$ cat src/rtl/test_result_collector_sat_counter.sv
// Saturating up-counter with clear and parallel load; cnt_nxt exposes the
// value the counter takes at the coming edge.
module sat_counter #(
  parameter int W = 8
) (
  input  logic         clk,
  input  logic         reset_n,
  input  logic         clr,
  input  logic         inc,
  input  logic         load,
  input  logic [W-1:0] load_val,
  output logic [W-1:0] cnt,
  output logic [W-1:0] cnt_nxt
);

  logic [W-1:0] cnt_q, cnt_d;

  always_comb begin
    cnt_d = cnt_q;
    if (clr) begin
      cnt_d = '0;
    end else if (load) begin
      cnt_d = load_val;
    end else if (inc && (cnt_q != {W{1'b1}})) begin
      cnt_d = cnt_q + W'(1);
    end
  end

  always_ff @(posedge clk) begin
    if (!reset_n) begin
      cnt_q <= '0;
    end else begin
      cnt_q <= cnt_d;
    end
  end

  assign cnt     = cnt_q;
  assign cnt_nxt = cnt_d;

endmodule

$ cat config.mk
export PLATFORM = sky130hd
export DESIGN_NAME = sat_counter
export DESIGN_NICKNAME = d
export VERILOG_FILES = /design/src/rtl/test_result_collector_sat_counter.sv
export SDC_FILE = /design/constraint.sdc
export NUM_CORES = 1
export LEC_CHECK = 0
export ABC_CLOCK_PERIOD_IN_PS = 2000
export BUFFER_PORTS_ARGS = -buffer_cell sky130_fd_sc_hd__buf_4
export CAP_MARGIN = 15
export CORE_MARGIN = 3
export CORE_UTILIZATION = 40
export DETAILED_ROUTE_END_ITERATION = 10
export GPL_ROUTABILITY_DRIVEN = 0
export PLACE_DENSITY = 0.73
export SYNTH_ARGS = -nofsm -noshare
export SYNTH_HDL_FRONTEND = slang
export SYNTH_SLANG_ARGS = --single-unit
$ cat constraint.sdc
create_clock -name clk -period 2 [get_ports clk]
set_input_delay 0.6 -clock clk [delete_from_list [all_inputs] [get_ports clk]]
set_output_delay 0.6 -clock clk [all_outputs]
set_load 0.02 [all_outputs]
==> results.md <==
- Die Area: roughly 2000 sq um
- DRC viols: 0
- Synth Net Count: 91
- Prevailing post-synth register cell: dfxtp_1
- Layout cells sized above 1: 0.7007
- Routed Wire Length: 3.139 mm
- Crit path launch type: flip-flop
- Core Region: 1366 sq um
- Post-synthesis instance total: 77
- Register area share after synthesis: 0.2607
- Mapped Area: 614.3 sq um
- Worst min path class: in -> reg
- Initial Util: 0.4496
- P_leak: 0.0005794 uW
- Worst path top cell family by delay: simple AND/OR/NAND/NOR gates
- Fmax: 422.7 MHz
- Post-route minimum period: 2.366 ns
- Clock slew at reported path FFs: around 0.070 ns
- Peak VDD IR: ~450 uV
- Number of routed nets with antenna violations: 0
- Post-CTS Hold Buffers: 0
- CP max-delay cell: dfxtp_4
- H-tree depth: 1
- Per-cell routed wire length: 20.65 microns
- Die width: roughly 45 microns
- Via density: slightly above 6
- Worst skew pair latency: 0.27 ns
- Number of buffers created by CTS: 3
- Ant diodes: 0
- Detailed Place HPWL: about 1.7 mm
- Tcrit/Tclk final: 1.183
- Synth cell types: 34
- MaxCap Viol Count: 0
- Yosys Warn Count: 0
- Post-synth EDFFs: 0
- Largest net degree at the start of global routing: 14
- Worst-Margin Slew: ~0.28 ns
- Router iterations before antenna repair: 4
- Critical path buffers and inverters: 1
- Setup Skew: ~0.0025 ns
- Arrival @ worst endpoint: about 1.8 ns
- Vias in the first global route: 844
- GR Util met3: 0.1076
- Power Total: about 520 uW
- TritonCTS clock tree: done
- Post-synthesis area per instance: between 7 and 8 sq um
- Area delta synth->final: 107.5%
- Final setup viols: 8
- Nature of the critical path endpoint: output port
- Max Transition Viols Final: 0
- FFs w/ async S/R, synth: 0
- Max reg flops: 8
- Layout Nets: roughly 150
- Pwr Density: roughly 400 nW/um^2
- Fin. Hold Viols: 0
- Crit-path max FO: 3
- RSZ-0062 raised after global routing: yes
- Met2 GRT Util: 0.4435
- Critical path class: reg -> out
- Initial antenna violation count: 0
- # IOs: 29
- Max incr delay on CP: ~0.37 ns
- Sink Count: 8
- Max_slew headroom: 0.8153
- Global-route wire length before repair: roughly 3.8 mm
- Yosys reg bits: 8
- Final setup margin: -0.3660 ns
- Root Buffer: clkbuf_4
- Row Count: 13
- CP cell instances: ha_4 > and4_4 > a31oi_1 > o31ai_2 > nor2b_4 > buf_6
- Placement Setup Slack: -0.2333 ns
- WP data required: roughly 1.4 ns
- Status: complete, but fails checks
- Clock Path Buffers: 2
- DRT iter0 DRCs: 59
- Grt met1 use: 0.2727
- IO Port Bufs: 28
- Vias: 938
- Top Usage Layer GRT: met2
- GRT Resource Usage Total: 0.2514
- Die Y: ~45 microns
- Gr ovfl total: 0
- Failing checks: negative setup slack
## layer usage
layer / vias to the layer above / routed length [microns]
met5: - / 0
met4: 0 / 153
met3: 20 / 274
met2: 75 / 1524
met1: 439 / 1186
li1: 404 / -
## cell usage after synthesis (all sizes together), types with 2 or more instances
master,instances,area share
nor2,9,0.055
dfxtp,8,0.26
nor2b,8,0.081
nand2,5,0.031
inv,4,0.024
nor3,4,0.049
a211oi,3,0.037
a21oi,3,0.024
nand4,3,0.041
and2,2,0.020
and3,2,0.029
nand3,2,0.016
nor4,2,0.041
o2111ai,2,0.029
o21a,2,0.024
o21ai,2,0.016
o31ai,2,0.024
## repair_timing
item,4_1_cts,5_1_grt
setup buffers,1,6
gates cloned,0,0
hold endpoints to repair,0,0
resized for setup,17,13
pin swaps,3,11
endpoints found under the setup margin,8,8
## worst min-delay path, stage by stage
cell and delay, ns:
buf_4 0.14, nand2_1 0.07, nor2_1 0.04
## placed cells by master, fill, tap and decap left out, drive strengths merged, types with 2 or more instances in the layout
| master | instances |
|---|---|
| nand4 | 3 |
| o31ai | 2 |
| a21oi | 3 |
| dfxtp | 8 |
| buf | 58 |
| and2 | 2 |
| o21a | 2 |
| nor3 | 4 |
| nand3 | 2 |
| a211oi | 3 |
| clkbuf | 4 |
| o21ai | 2 |
| nor2b | 8 |
| nor4 | 2 |
| inv | 4 |
| and3 | 2 |
| nand2 | 5 |
| o2111ai | 2 |
| nor2 | 9 |
## worst paths after layout
check	startpoint	to	slack, ns	cells after the start
hold reg to reg	cnt[2]$_SDFF_PN0_	cnt[2]$_SDFF_PN0_	0.81	4
setup reg to reg	cnt[1]$_SDFF_PN0_	cnt[3]$_SDFF_PN0_	0.41	8
setup / recovery	cnt[0]$_SDFF_PN0_	cnt_nxt[6]	-0.37	6
hold / removal	reset_n	cnt[2]$_SDFF_PN0_	0.61	3
## cell families after synthesis
group                      Yosys count  share of synthesized area
and+or+nand+nor                     42                     0.4318
AOI/OAI and AO/OA                   18                     0.2098
DFF                                  8                     0.2607
buffers and inverters                6                    0.03868
xor gates and xnor gates             1                    0.01426
muxes                                1                    0.02443
adders and majority gates            1                    0.02036
## power breakdown
group | internal, uW | switching (uW) | total (uW)
Sequential | 162 | 12.6 | 175
Combinational | 98.8 | 98.7 | 198
Clock | 77.2 | 71.1 | 148
Total | 338 | 182 | 521
## metrics by stage
step                hold slack [ns]  utilization   TNS, ns  instance area, sq um  instances
finish                       0.6108       0.9332    -2.291                  1275        152
global placement             0.6108       0.7766    -1.065                  1061        141
CTS                          0.5823       0.8535    -1.989                  1166        146
floorplan                    0.6337            -  -0.05520                 668.1         77
global route                 0.6118       0.9332    -2.689                  1275        152
detailed placement           0.6497       0.7766    -1.306                  1061        141
## layout make-up
type                    count  area, sq um
clock buffers               4        26.28
multi-input cells          63        575.6
inverters                   4        15.01
repair buffers             58        454.2
flip-flops and latches      8        185.2
well taps                  15        18.77
fillers                    48        91.34
(Power assumes the default switching activity.)
